[config.mk]
export PLATFORM = sky130hd
export DESIGN_NAME = highpass_ctrl
export DESIGN_NICKNAME = d
export VERILOG_FILES = /design/src/rtl/highpass_ctrl.sv
export SDC_FILE = /design/constraint.sdc
export NUM_CORES = 1
export LEC_CHECK = 0
export CAP_MARGIN = 20
export CORE_AREA = 2 2 161 163
export DETAILED_ROUTE_END_ITERATION = 16
export DIE_AREA = 0 0 163 165
export DONT_BUFFER_PORTS = 1
export GPL_TIMING_DRIVEN = 0
export MAX_ROUTING_LAYER = met4
export PLACE_DENSITY = 0.49
export SKIP_LAST_GASP = 1
export SYNTH_ARGS = -nofsm -noshare
export SYNTH_HDL_FRONTEND = slang
export SYNTH_SLANG_ARGS = --single-unit
[constraint.sdc]
create_clock -name clk_144 -period 5.7 [get_ports clk_144]
set_input_delay 1.14 -clock clk_144 [delete_from_list [all_inputs] [get_ports clk_144]]
set_output_delay 1.14 -clock clk_144 [all_outputs]
set_load 0.1 [all_outputs]
[src/rtl/highpass_ctrl.sv]
// highpass_ctrl: sequencing controller for the shared highpass datapath.
// Feeds one sample per 3-clock frame into the filter, debounces the cutoff
// selector, and applies each cutoff change under a mute ramp
// (ramp down, switch, flush, ramp up) so switching never clicks.
// Optional feature macro: HIGHPASS_BYPASS_EN (filter code 0 = bypass).
module highpass_ctrl #(
  parameter logic [2:0] RESET_FILTER = 3'd3,
  parameter int         DEBOUNCE     = 8,
  parameter int         STEP         = 16,
  parameter int         FLUSH        = 32
) (
  input  logic               clk_144,
  input  logic               reset_n,
  input  logic        [2:0]  filter_req,
  input  logic signed [15:0] audioIn,
  input  logic signed [15:0] highpassOut,
  output logic        [2:0]  filter,
  output logic signed [15:0] highpassIn,
  output logic signed [15:0] audioOut,
  output logic               busy
);

  localparam logic [7:0] DEB_MAX = DEBOUNCE[7:0];
  localparam logic [8:0] STEP_G  = STEP[8:0];
  localparam logic [7:0] FLUSH_N = FLUSH[7:0];
  localparam logic [8:0] UNITY   = 9'd256;

  typedef enum logic [2:0] {
    ST_IDLE,
    ST_RAMP_DOWN,
    ST_SWITCH,
    ST_FLUSH,
    ST_RAMP_UP
  } state_t;

  state_t state;

  logic [1:0] ph;
  logic       boundary;

  logic [2:0] req_q;
  logic [2:0] target;
  logic [2:0] target_nxt;
  logic [7:0] deb_cnt;
  logic       stable;

  logic [8:0] gain;
  logic [8:0] gain_dn;
  logic [8:0] gain_up;
  logic [9:0] gain_sum;
  logic [7:0] flush_cnt;
  logic [7:0] flush_nxt;

  logic signed [15:0] src;
  logic signed [24:0] src_ext;
  logic signed [24:0] gain_ext;
  logic signed [24:0] prod;
  logic signed [24:0] shifted;
  logic signed [15:0] sat;

  assign boundary = (ph == 2'd2);

  // Sample phase counter: 0 -> 1 -> 2 -> 0, phase 2 is the sample boundary.
  always_ff @(posedge clk_144 or negedge reset_n) begin
    if (!reset_n) begin
      ph <= 2'd0;
    end else if (boundary) begin
      ph <= 2'd0;
    end else begin
      ph <= ph + 2'd1;
    end
  end

  // Register the incoming sample into the datapath at phase 0.
  always_ff @(posedge clk_144 or negedge reset_n) begin
    if (!reset_n) begin
      highpassIn <= '0;
    end else if (ph == 2'd0) begin
      highpassIn <= audioIn;
    end
  end

  // Selector debounce: the code must hold still for DEBOUNCE samples before it becomes the target.
  always_ff @(posedge clk_144 or negedge reset_n) begin
    if (!reset_n) begin
      req_q   <= RESET_FILTER;
      deb_cnt <= '0;
      target  <= RESET_FILTER;
    end else if (boundary) begin
      req_q <= filter_req;
      if (filter_req != req_q) begin
        deb_cnt <= '0;
      end else if (deb_cnt != DEB_MAX) begin
        deb_cnt <= deb_cnt + 8'd1;
      end
      if (stable) begin
        target <= req_q;
      end
    end
  end

  // The sequencer looks at the target as it stands after this boundary, so a freshly
  // accepted code starts the ramp in the same sample it is accepted.
  always_comb begin
    stable     = (deb_cnt == DEB_MAX);
    target_nxt = stable ? req_q : target;
  end

  // Next gain values for the two ramp directions, floored at mute and capped at unity.
  always_comb begin
    gain_sum  = {1'b0, gain} + {1'b0, STEP_G};
    gain_up   = (gain_sum >= {1'b0, UNITY}) ? UNITY : gain_sum[8:0];
    gain_dn   = (gain > STEP_G) ? (gain - STEP_G) : 9'd0;
    flush_nxt = flush_cnt + 8'd1;
  end

  // Change sequencer: one transition per sample boundary, all outputs registered.
  always_ff @(posedge clk_144 or negedge reset_n) begin
    if (!reset_n) begin
      state     <= ST_IDLE;
      gain      <= UNITY;
      filter    <= RESET_FILTER;
      flush_cnt <= '0;
      busy      <= 1'b0;
    end else if (boundary) begin
      case (state)
        ST_IDLE: begin
          gain <= UNITY;
          if (target_nxt != filter) begin
            state <= ST_RAMP_DOWN;
            busy  <= 1'b1;
          end else begin
            busy <= 1'b0;
          end
        end
        ST_RAMP_DOWN: begin
          gain <= gain_dn;
          busy <= 1'b1;
          if (gain_dn == 9'd0) begin
            state <= ST_SWITCH;
          end
        end
        ST_SWITCH: begin
          gain      <= 9'd0;
          filter    <= target_nxt;
          flush_cnt <= '0;
          busy      <= 1'b1;
          state     <= ST_FLUSH;
        end
        ST_FLUSH: begin
          gain      <= 9'd0;
          flush_cnt <= flush_nxt;
          busy      <= 1'b1;
          if (flush_nxt == FLUSH_N) begin
            state <= ST_RAMP_UP;
          end
        end
        ST_RAMP_UP: begin
          if (target_nxt != filter) begin
            state <= ST_RAMP_DOWN;
            busy  <= 1'b1;
          end else begin
            gain <= gain_up;
            if (gain_up == UNITY) begin
              state <= ST_IDLE;
              busy  <= 1'b0;
            end else begin
              busy <= 1'b1;
            end
          end
        end
        default: begin
          state <= ST_IDLE;
          gain  <= UNITY;
          busy  <= 1'b0;
        end
      endcase
    end
  end

  // Gain scaling: 25-bit signed product, arithmetic shift by 8, saturate to 16 bits.
  always_comb begin
`ifdef HIGHPASS_BYPASS_EN
    src = (filter == 3'd0) ? highpassIn : highpassOut;
`else
    src = highpassOut;
`endif
    src_ext  = {{9{src[15]}}, src};
    gain_ext = {16'd0, gain};
    prod     = src_ext * gain_ext;
    shifted  = prod >>> 8;
    if (shifted > 25'sd32767) begin
      sat = 16'sd32767;
    end else if (shifted < -25'sd32768) begin
      sat = -16'sd32768;
    end else begin
      sat = shifted[15:0];
    end
  end

  // Output sample updates only at the boundary, one clock after highpassOut is sampled.
  always_ff @(posedge clk_144 or negedge reset_n) begin
    if (!reset_n) begin
      audioOut <= '0;
    end else if (boundary) begin
      audioOut <= sat;
    end
  end

endmodule

==> impl_metrics.toml, run 1 <==
[clock_tree]
tritoncts_clock_tree = "yes"
clkLatencyLatePin_ns = 0.34
number_of_clock_sinks_seen_by_cts = 72
cts.clk_slew.worst_paths_ns = 0.06
cts_root_buffer = "clkbuf_16"
ctsHtreeMaxLevel = 3
max-clock-path-buffers = 2
cts_buffers = 9

[setup_path]
cp_data_required_time_ns = 5.96
worstPathMaxFanout = 7
path_buf_inv = 9
timing.critical_path.mode_cell = "fa_1"
start_kind = "primary input"
critical_path.reg2reg.startpoint = "gain[7]"
classification_of_the_worst_setup_path = "in -> reg"
reg2reg_to = "audioOut[0]"
reg2reg_setup_slack_ns = -0.26
cpMaxStageDelayCell = "fa_1"
arrival_ns = 6.30
path_delay_family = "adder cells"
timing.critical_path.cells = "clkbuf_16 > and2_4 > fa_2 > buf_6 > fa_1 > inv_2 > fa_1 > inv_1 > fa_1 > inv_1 > fa_1 > inv_2 > ha_4 > nand3_4 > nor2_4 > a221o_1 > a21o_1 > or3_4 > a32oi_4 > buf_12 > buf_8 > buf_4 > a21oi_2 > o21ai_1"
cp-end-kind = "flop"
critical-path-max-stage-delay_ns = 0.54
r2r.worst_path.cells = 23

[floorplan]
total_die_area_um2 = 26900
die_extent_in_y_um = 165
pin_count = 73
floorplan.rows = 58
die-width_um = 163
coreArea_um2 = 25000
start_util_pct = 34.5

[synth]
adder_cell_share_of_the_synthesized_area_pct = 35.8
synth_area_per_cell_um2 = 9.08
main_combinational_cell_family_by_area_after_synthesis = "adder cells"
synth_seq_area_share_pct = 21.0
yosys.area_share.xor_xnor_pct = 2.54
ys_dominant_reg_cell = "dfrtp_1"
synthesis.instances = 950
synth_cell_type_count = 63
synth.mux.area_fraction_pct = 3.47
ys_ff_latch = 72
post_synthesis_cell_area_um2 = 8630
synth_edf_count = 0
synth-simple-area-share_pct = 17.2
synth-warning-count = 0
ys_async_rst_share_pct = 100
synth-compound-area-share_pct = 11.5
synthesis.nets = 1163

[detailed_routing]
drt-vias-per-instance = 4.99
drtPass1Iterations = 4
routed_len_inst_um = 16.6
via_count = 6593
final_wirelength_mm = 21.9
dr.first_iter.drc_count = 244
drtAntennaViolNets = 0
route.detailed.drc = 0

[global_routing]
grt_util_all_layers_pct = 18.1
gr-usage-met3_pct = 2.18
grt_overflow = 0
first_global_vias = 7075
first_pass_grt_wire_length_mm = 36.7
met2_usage_pct = 32.4
grt-busiest-layer = "met2"
antenna_violations_before_repair = 0
groute.layer.met1.usage_pct = 22.1
largest_net_degree_at_the_start_of_global_routing = 73

[placed_design]
dpl.cell_count = 1280
portBuffers = 0
dp_hpwl_mm = 16.7
gp_congestion = 0.819

[power_and_ir_drop]
power_mw = 1.42
power_density_nw_per_um2 = 139
vdd_ir_drop_max_v = 0.000189
cellLeakagePower_nw = 4.92

[sta]
hold_viol_final = 0
relSlewSlack_pct = 34.2
unrepaired_setup_endpoints_after_global_routing = "true"
fin_skew_ns = 0.00733
slew_violations = 0
max_freq_mhz = 166
setup_violations = 16
worst_pin_slew_ns = 0.987
share_of_the_clock_period_used_by_the_worst_path_after_layout_pct = 106
finalWorstSetupSlack_ns = -0.333
finalCriticalPeriod_ns = 6.03

[job]
max-cap-violations = 0

[status]
violated_checks = "setup timing"
outcome = "complete, but fails checks"

[layout]
proportion_of_layout_cells_with_a_drive_suffix_above_1_pct = 17.1
area_growth_from_synthesis_to_layout_pct = 17.8
final_util_pct = 40.6
stdcell_count = 1320
antennaDiodeCount = 0
finish.net_count = 1198

[worst_hold_path]
hold_depth = 1
origin_of_the_worst_min_delay_path = "ph[1]"
path_category_of_the_worst_min_delay_check = "reg -> reg"
min_delay_worst_endpoint = "ph[1]"
## through the flow
step	area [µm²]	hold slack [ns]	setup slack (ns)	setup TNS (ns)
after floorplan	8800	0.440	-0.510	-7.63
after global placement	9210	0.466	-1.65	-24.87
after detailed placement	9210	0.469	-1.59	-23.82
after CTS	10100	0.474	-0.346	-4.64
after global routing	10200	0.471	-0.498	-7.22
final	10200	0.473	-0.333	-4.35
## synthesized netlist by cell type (all sizes together), types with 8 or more instances
cell type	n	area share, %
nand3	17	0.99
nor3	10	0.58
xnor2	17	1.7
a21oi	37	2.1
dfrtp	65	19
a21o	11	0.96
nor2	23	1.0
a22o	10	1.0
inv	150	6.5
buf	9	0.52
nand2	135	5.9
fa	118	27
xor2	8	0.81
o21ai	54	3.2
clkbuf	34	1.5
nand2b	9	0.65
mux2	23	3.0
and2	71	5.1
ha	58	8.4
## worst max-delay path by stage
| stage | start | endpoint | slack, ns | cells past startpoint |
|---|---|---|---|---|
| 2_1_floorplan | highpassOut[15] | audioOut[10] | -0.51 | 21 |
| 3_3_place_gp | gain[6] | audioOut[13] | -1.65 | 22 |
| 3_5_place_dp | gain[6] | audioOut[13] | -1.59 | 22 |
| 4_1_cts | highpassOut[15] | audioOut[7] | -0.35 | 20 |
| 5_1_grt | highpassOut[15] | audioOut[11] | -0.50 | 22 |
| 6_report | highpassOut[15] | audioOut[0] | -0.33 | 24 |
## kinds of logic (layout without fill, tap and decap cells)
kind of cell	Yosys count	in the layout
AO/OA/AOI/OAI	155	156
XOR/XNOR	25	25
adder cells (fa/ha/maj)	176	176
buffers and inverters	193	232
flip-flops	72	72
multiplexers	27	27
AND/OR/NAND/NOR	302	302
## sequential cells by signal, summed over array words and instances (netlist names)
signal	count
audioOut	16
highpassIn	16
gain	9
deb_cnt	8
flush_cnt	8
filter	3
req_q	3
state	3
target	3
ph	2
busy	1
## layout by cell type (no fill, tap or decap), types with 8 or more instances in the layout
cell and count:
a21oi_1 27, nor2_1 22, and2_1 67, fa_1 115, o21ai_1 13, nand3_1 15, xor2_1 8, dfrtp_1 60
nand2b_1 9, ha_4 11, inv_1 141, a22o_1 10, a21oi_2 9, nand2_1 130, xnor2_1 17, o21ai_0 37
buf_4 26, ha_1 45, clkbuf_1 13, nor3_1 9, clkbuf_16 11, a21o_1 11, mux2_2 23, clkbuf_8 8
## worst register-to-register path, cell delays in order (launching register included)
cell and delay (ns):
dfrtp_2 0.57, clkbuf_1 0.46, and2_1 0.21, ha_1 0.13, inv_1 0.05, fa_1 0.53
inv_1 0.08, fa_1 0.51, fa_1 0.56, inv_1 0.06, fa_1 0.53, inv_1 0.07
ha_4 0.26, a21o_1 0.17, a21boi_1 0.18, a22oi_2 0.14, and3_4 0.21, or3_4 0.39
a32oi_4 0.24, buf_12 0.16, buf_8 0.11, buf_4 0.10, a21oi_2 0.05, o21ai_1 0.12
## timing repair
| item | 4_1_cts | 5_1_grt |
|---|---|---|
| setup endpoints to repair | 16 | 16 |
| cloned | 3 | 0 |
| gates resized for setup | 103 | 20 |
| setup buffers | 26 | 1 |
| hold buffers | 0 | 0 |
| pin swaps | 24 | 9 |
## metal layers
layer,vias to the layer above,part of all wire (%),wire length (µm)
li1,3123,-,-
met1,3383,43,9430
met2,71,53,11700
met3,16,2.4,527
met4,0,1.1,245
met5,-,0,0
## final cells by class
cell class	instances	area, µm²
tap	330	413
sequential	72	1820
inverter	150	571
clock inverter	6	83.8
clock buffer	10	229
fill	2494	14900
multi-input combinational	686	6450
buffer	38	358
timing repair buffer	28	240
## where the power goes
part	internal (mW)	switching [mW]
sequential	0.527	0.130
clock	0.381	0.214
combinational	0.0780	0.0875
total	0.986	0.431
No activity file was read; power rests on OpenSTA's default activity.
==> run 2: changes to the inputs <==
--- a/config.mk
+++ b/config.mk
@@ -6,9 +6,9 @@
 export NUM_CORES = 1
 export LEC_CHECK = 0
 export CAP_MARGIN = 20
-export CORE_AREA = 2 2 161 163
+export CORE_AREA = 2 2 136 191
 export DETAILED_ROUTE_END_ITERATION = 16
-export DIE_AREA = 0 0 163 165
+export DIE_AREA = 0 0 138 193
 export DONT_BUFFER_PORTS = 1
 export GPL_TIMING_DRIVEN = 0
 export MAX_ROUTING_LAYER = met4
==> run 2 against run 1 <==
Effect of this change:
- the run still ends with setup timing left
- non-clock buffer count is the same
- wire length grew 1.1%
- worst setup slack worse by 0.024 ns
- total power shrank 3.8%
- largest cell class unchanged
- highest routed layer unchanged
==> impl_metrics.toml, run 2 (same netlist as run 1, synthesis figures left out) <==
[detailed_routing]
drtAntennaViolNets = 0
dr.first_iter.drc_count = 196
drt-vias-per-instance = 5.01
final_wirelength_mm = 22.1
drtPass1Iterations = 5
routed_len_inst_um = 16.9
route.detailed.drc = 0
via_count = 6557

[global_routing]
largest_net_degree_at_the_start_of_global_routing = 73
grt_util_all_layers_pct = 17.7
first_pass_grt_wire_length_mm = 36.5
antenna_violations_before_repair = 0
grt_overflow = 0
first_global_vias = 7016

[floorplan]
start_util_pct = 34.5
die-width_um = 138
pin_count = 73
floorplan.rows = 69
die_extent_in_y_um = 193
coreArea_um2 = 25000
total_die_area_um2 = 26600

[clock_tree]
number_of_clock_sinks_seen_by_cts = 72
cts_buffers = 9
cts_root_buffer = "clkbuf_16"
max-clock-path-buffers = 2
clkLatencyLatePin_ns = 0.33
cts.clk_slew.worst_paths_ns = 0.05
ctsHtreeMaxLevel = 3
tritoncts_clock_tree = "yes"
cts-hold-fix-buffers = 0

[sta]
setup_violations = 16
slew_violations = 0
relSlewSlack_pct = 35.5
max_freq_mhz = 165
hold_viol_final = 0
finalWorstSetupSlack_ns = -0.357
worst_pin_slew_ns = 0.967
unrepaired_setup_endpoints_after_global_routing = "true"
share_of_the_clock_period_used_by_the_worst_path_after_layout_pct = 106
setup_tns_ns = -4.65
finalCriticalPeriod_ns = 6.06
fin_skew_ns = 0.0103
final.hold.worst_slack_ns = 0.473

[status]
outcome = "complete, but fails checks"
violated_checks = "setup timing"

[setup_path]
cpMaxStageDelayCell = "fa_2"
cp_data_required_time_ns = 5.94
timing.critical_path.cells = "clkbuf_16 > and2_4 > fa_2 > inv_4 > fa_2 > fa_1 > inv_2 > fa_1 > inv_2 > fa_1 > inv_2 > ha_4 > nand3_4 > nor2_4 > a221o_1 > a21o_1 > or3_4 > a32oi_4 > buf_12 > buf_6 > a21oi_2 > o31ai_1"
critical-path-max-stage-delay_ns = 0.61
arrival_ns = 6.29
classification_of_the_worst_setup_path = "in -> reg"
cp-end-kind = "flop"
worstPathMaxFanout = 8
start_kind = "primary input"

[placed_design]
dpl_ws_ns = -1.56
portBuffers = 0
postPlaceCellArea_um2 = 9200
gp_congestion = 0.860
dp_hpwl_mm = 17.1
dpl.cell_count = 1269

[layout]
proportion_of_layout_cells_with_a_drive_suffix_above_1_pct = 17.8
top_regs = "audioOut x16, highpassIn x16, gain x9"
stdcell_count = 1309
post-route-cell-area_um2 = 10100
mostFrequentLayoutCell = "inv_1"
antennaDiodeCount = 0
final_util_pct = 40.4
layout_common_cells = "139 x inv_1, 128 x nand2_1, 114 x fa_1, 67 x and2_1, 60 x dfrtp_1"
finish.net_count = 1198
area_growth_from_synthesis_to_layout_pct = 17.3

[worst_hold_path]
path_category_of_the_worst_min_delay_check = "reg -> reg"

[power_and_ir_drop]
power_mw = 1.36
vdd_ir_drop_max_v = 0.000188
cellLeakagePower_nw = 4.92
power_density_nw_per_um2 = 135

[job]
max-cap-violations = 0
-- run 2: changes by cell type in the layout (fill, tap and decap cells not counted), moves of 3 or more --
cell | before | now
buf_6 | 2 | 6
buf_8 | 5 | 2
clkinvlp_4 | 0 | 3
inv_2 | 7 | 10
nand2_2 | 2 | 6
-- run 2: critical path, delay by kind of cell --
kind                       cells  cell delay, ns
buffers and inverters          7            0.61
and+or+nand+nor                4            0.65
AOI/OAI and AO/OA              5            0.98
adders and majority gates      6            2.91
-- run 2: per-layer routing --
metal  GRT usage (%)  vias to the layer above  routed length, µm
li1                -                     3126                  -
met1            20.5                     3290               9390
met2            33.3                      123              11800
met3            1.83                       18                650
met4            4.00                        0                254
met5               -                        -                  0
-- run 2: report_power, final --
group,switching (mW),internal (mW),total [mW]
sequential,0.133,0.527,0.659
combinational,0.0852,0.0773,0.163
clock,0.213,0.329,0.542
total,0.431,0.933,1.36
-- run 2: area by class of cell --
| cell class | instances | area, µm² |
|---|---|---|
| Buffer | 38 | 344 |
| Clock buffer | 12 | 267 |
| Clock inverter | 4 | 27.5 |
| Fill cell | 2537 | 14900 |
| Inverter | 150 | 566 |
| Multi-Input combinational cell | 686 | 6440 |
| Sequential cell | 72 | 1820 |
| Tap cell | 319 | 399 |
| Timing Repair Buffer | 28 | 262 |
-- run 2: what timing repair did --
action                                  CTS  global route
resized for setup                       101            19
setup buffers                            23             4
endpoints found under the setup margin   16            16
cloned                                    3             0
pin swaps                                42            17
-- run 2: worst paths after layout --
check / slack (ns) / startpoint / end / cells after the start
hold reg to reg: 0.47 / ph[1] / ph[1] / 1
hold / removal: 0.47 / ph[1] / ph[1] / 1
min in group asynchronous: 0.50 / reset_n / flush_cnt[3] / 0
setup / recovery: -0.36 / highpassOut[15] / audioOut[7] / 22
max in group asynchronous: 4.99 / reset_n / req_q[1] / 0
setup reg to reg: -0.25 / gain[4] / audioOut[7] / 22
==> run 3: changes to the inputs <==
--- a/config.mk
+++ b/config.mk
@@ -6,14 +6,15 @@
 export NUM_CORES = 1
 export LEC_CHECK = 0
 export CAP_MARGIN = 20
-export CORE_AREA = 2 2 136 191
+export CORE_AREA = 2 2 105 147
 export DETAILED_ROUTE_END_ITERATION = 16
-export DIE_AREA = 0 0 138 193
+export DIE_AREA = 0 0 107 149
 export DONT_BUFFER_PORTS = 1
 export GPL_TIMING_DRIVEN = 0
 export MAX_ROUTING_LAYER = met4
-export PLACE_DENSITY = 0.49
+export PLACE_DENSITY = 0.77
 export SKIP_LAST_GASP = 1
 export SYNTH_ARGS = -nofsm -noshare
 export SYNTH_HDL_FRONTEND = slang
 export SYNTH_SLANG_ARGS = --single-unit
+export TNS_END_PERCENT = 1
==> run 3 against run 2 <==
Effect of this change:
- the run still ends with setup timing left
- utilization up 25 points
- sequential share of layout area up 0.77 points
- register-to-register slack worse by 0.07 ns
- first-iteration DRC count up 24%
- global-route usage up 9.2 points
- critical path type unchanged
- largest power group unchanged
- highest routed layer unchanged
==> impl_metrics.toml, run 3 (same netlist as run 1, synthesis figures left out) <==
[sta]
hold_viol_final = 0
final.hold.worst_slack_ns = 0.480
worst_pin_slew_ns = 0.952
setup_violations = 16
unrepaired_setup_endpoints_after_global_routing = "true"
setup_tns_ns = -4.63
finalCriticalPeriod_ns = 6.05
fin_skew_ns = 0.00492
share_of_the_clock_period_used_by_the_worst_path_after_layout_pct = 106
relSlewSlack_pct = 36.5
finalWorstSetupSlack_ns = -0.351
max_freq_mhz = 165
slew_violations = 0

[detailed_routing]
final_wirelength_mm = 19.5
dr.first_iter.drc_count = 244
routed_len_inst_um = 16.8
met2_wirelength_mm = 10.4
wl_met3_um = 911
wl_met1_mm = 7.62
drtPass1Iterations = 4
drtAntennaViolNets = 0
route.detailed.drc = 0
top_layer_used = "met4"
drt-vias-per-instance = 5.69
via_count = 6636

[global_routing]
largest_net_degree_at_the_start_of_global_routing = 73
first_global_vias = 7028
antenna_violations_before_repair = 0
grt_overflow = 0
first_pass_grt_wire_length_mm = 33.0
grt_util_all_layers_pct = 27.0

[clock_tree]
cts-hold-fix-buffers = 0
ctsHtreeMaxLevel = 3
cts_buffers = 9
number_of_clock_sinks_seen_by_cts = 72
cts.clk_slew.worst_paths_ns = 0.06
clkLatencyLatePin_ns = 0.33
cts_root_buffer = "clkbuf_16"
tritoncts_clock_tree = "yes"
max-clock-path-buffers = 2

[layout]
layout_common_cells = "143 x inv_1, 130 x nand2_1, 113 x fa_1, 67 x and2_1, 61 x dfrtp_1"
finish.net_count = 1182
top_regs = "audioOut x16, highpassIn x16, gain x9"
mostFrequentLayoutCell = "inv_1"
post-route-cell-area_um2 = 9700
area_growth_from_synthesis_to_layout_pct = 12.4
antennaDiodeCount = 0
proportion_of_layout_cells_with_a_drive_suffix_above_1_pct = 14.9
stdcell_count = 1166
layout.filler_cells = 1187

[worst_hold_path]
path_category_of_the_worst_min_delay_check = "reg -> reg"

[floorplan]
pin_count = 73
floorplan.rows = 53
coreArea_um2 = 14800
total_die_area_um2 = 15900
start_util_pct = 58.3
die-width_um = 107
die_extent_in_y_um = 149

[status]
violated_checks = "setup timing"
outcome = "complete, but fails checks"

[setup_path]
worstPathMaxFanout = 9
cp-end-kind = "flop"
cp_data_required_time_ns = 5.94
reg2reg_setup_slack_ns = -0.32
classification_of_the_worst_setup_path = "in -> reg"
path_buf_inv = 8
start_kind = "primary input"
timing.critical_path.mode_cell = "fa_1"
path_delay_family = "adder cells"
critical-path-max-stage-delay_ns = 0.53
timing.critical_path.cells = "clkbuf_8 > and2_4 > fa_2 > buf_4 > fa_1 > inv_1 > fa_1 > inv_1 > fa_1 > inv_1 > fa_1 > inv_2 > ha_4 > nand3_2 > nor2_2 > a221o_1 > a21o_1 > or3_4 > a32oi_4 > buf_12 > buf_6 > a21oi_1 > o31ai_1"
cpMaxStageDelayCell = "fa_1"
arrival_ns = 6.29

[power_and_ir_drop]
portion_of_total_power_attributed_to_sequential_cells_pct = 46.5
cellInternalPower_mw = 0.999
share_of_power_burned_in_the_clock_network_pct = 43.2
combinationalPowerShare_pct = 10.3
cellLeakagePower_nw = 4.80
power_density_nw_per_um2 = 146
netSwitchingPower_mw = 0.416
netSwitchingFraction_pct = 29.4
vdd_ir_drop_max_v = 0.000182
power_mw = 1.42

[job]
max-cap-violations = 0

[placed_design]
portBuffers = 0
postPlaceCellArea_um2 = 9020
gp_congestion = 0.901
dp_hpwl_mm = 15.2
dpl.cell_count = 1142
run 3: cell types whose count changed in the layout (fill, tap and decap cells not counted), sizes merged:
cell / previous run / this run
clkbuf: 41 / 39
buf: 37 / 22
clkinvlp: 3 / 0
bufinv: 0 / 2
clkinv: 1 / 3
run 3: cell type report:
type | count | area (µm²) | share of cell area (%)
Buffer | 38 | 259 | 2.67
Clock buffer | 11 | 253 | 2.61
Clock inverter | 5 | 78.8 | 0.813
Inverter | 150 | 566 | 5.83
Multi-Input combinational cell | 686 | 6380 | 65.8
Sequential cell | 72 | 1820 | 18.7
Tap cell | 192 | 240 | 2.48
Timing Repair Buffer | 12 | 106 | 1.10
run 3: per-layer routing:
layer | track usage, % | vias up
met5 | - | -
met2 | 48.7 | 162
met1 | 29.6 | 3339
li1 | - | 3095
met4 | 9.87 | 0
met3 | 4.72 | 40
run 3: final timing paths:
kind	end	cells after the start	from
worst max-delay path	audioOut[7]	23	highpassOut[15]
worst min-delay path	ph[1]	1	ph[1]
worst max register to register	audioOut[7]	24	gain[6]
worst min register to register	ph[1]	1	ph[1]
max in group asynchronous	gain[8]	0	reset_n
min in group asynchronous	gain[2]	0	reset_n
run 3: metrics by stage:
stage               utilization (%)  setup slack (ns)
finish                         65.6            -0.351
global route                   65.6            -0.539
CTS                            65.5            -0.311
detailed placement             61.0             -1.28
global placement               61.0             -1.22
floorplan                         -            -0.512
run 3: power by group through the flow:
stage	logic [mW]	clock network [mW]	registers, mW
global placement	0.125	0	0.667
global route	0.165	0.640	0.661
finish	0.146	0.611	0.658
CTS	0.145	0.619	0.659
detailed placement	0.129	0	0.668
floorplan	0.104	0	0.662
run 3: timing repair:
| action | CTS | global route |
|---|---|---|
| gates resized for setup | 69 | 10 |
| buffers inserted | 12 | 0 |
| gates cloned | 1 | 0 |
| hold endpoints to repair | 0 | 0 |
| pin swaps | 23 | 7 |
| endpoints found under the setup margin | 16 | 16 |
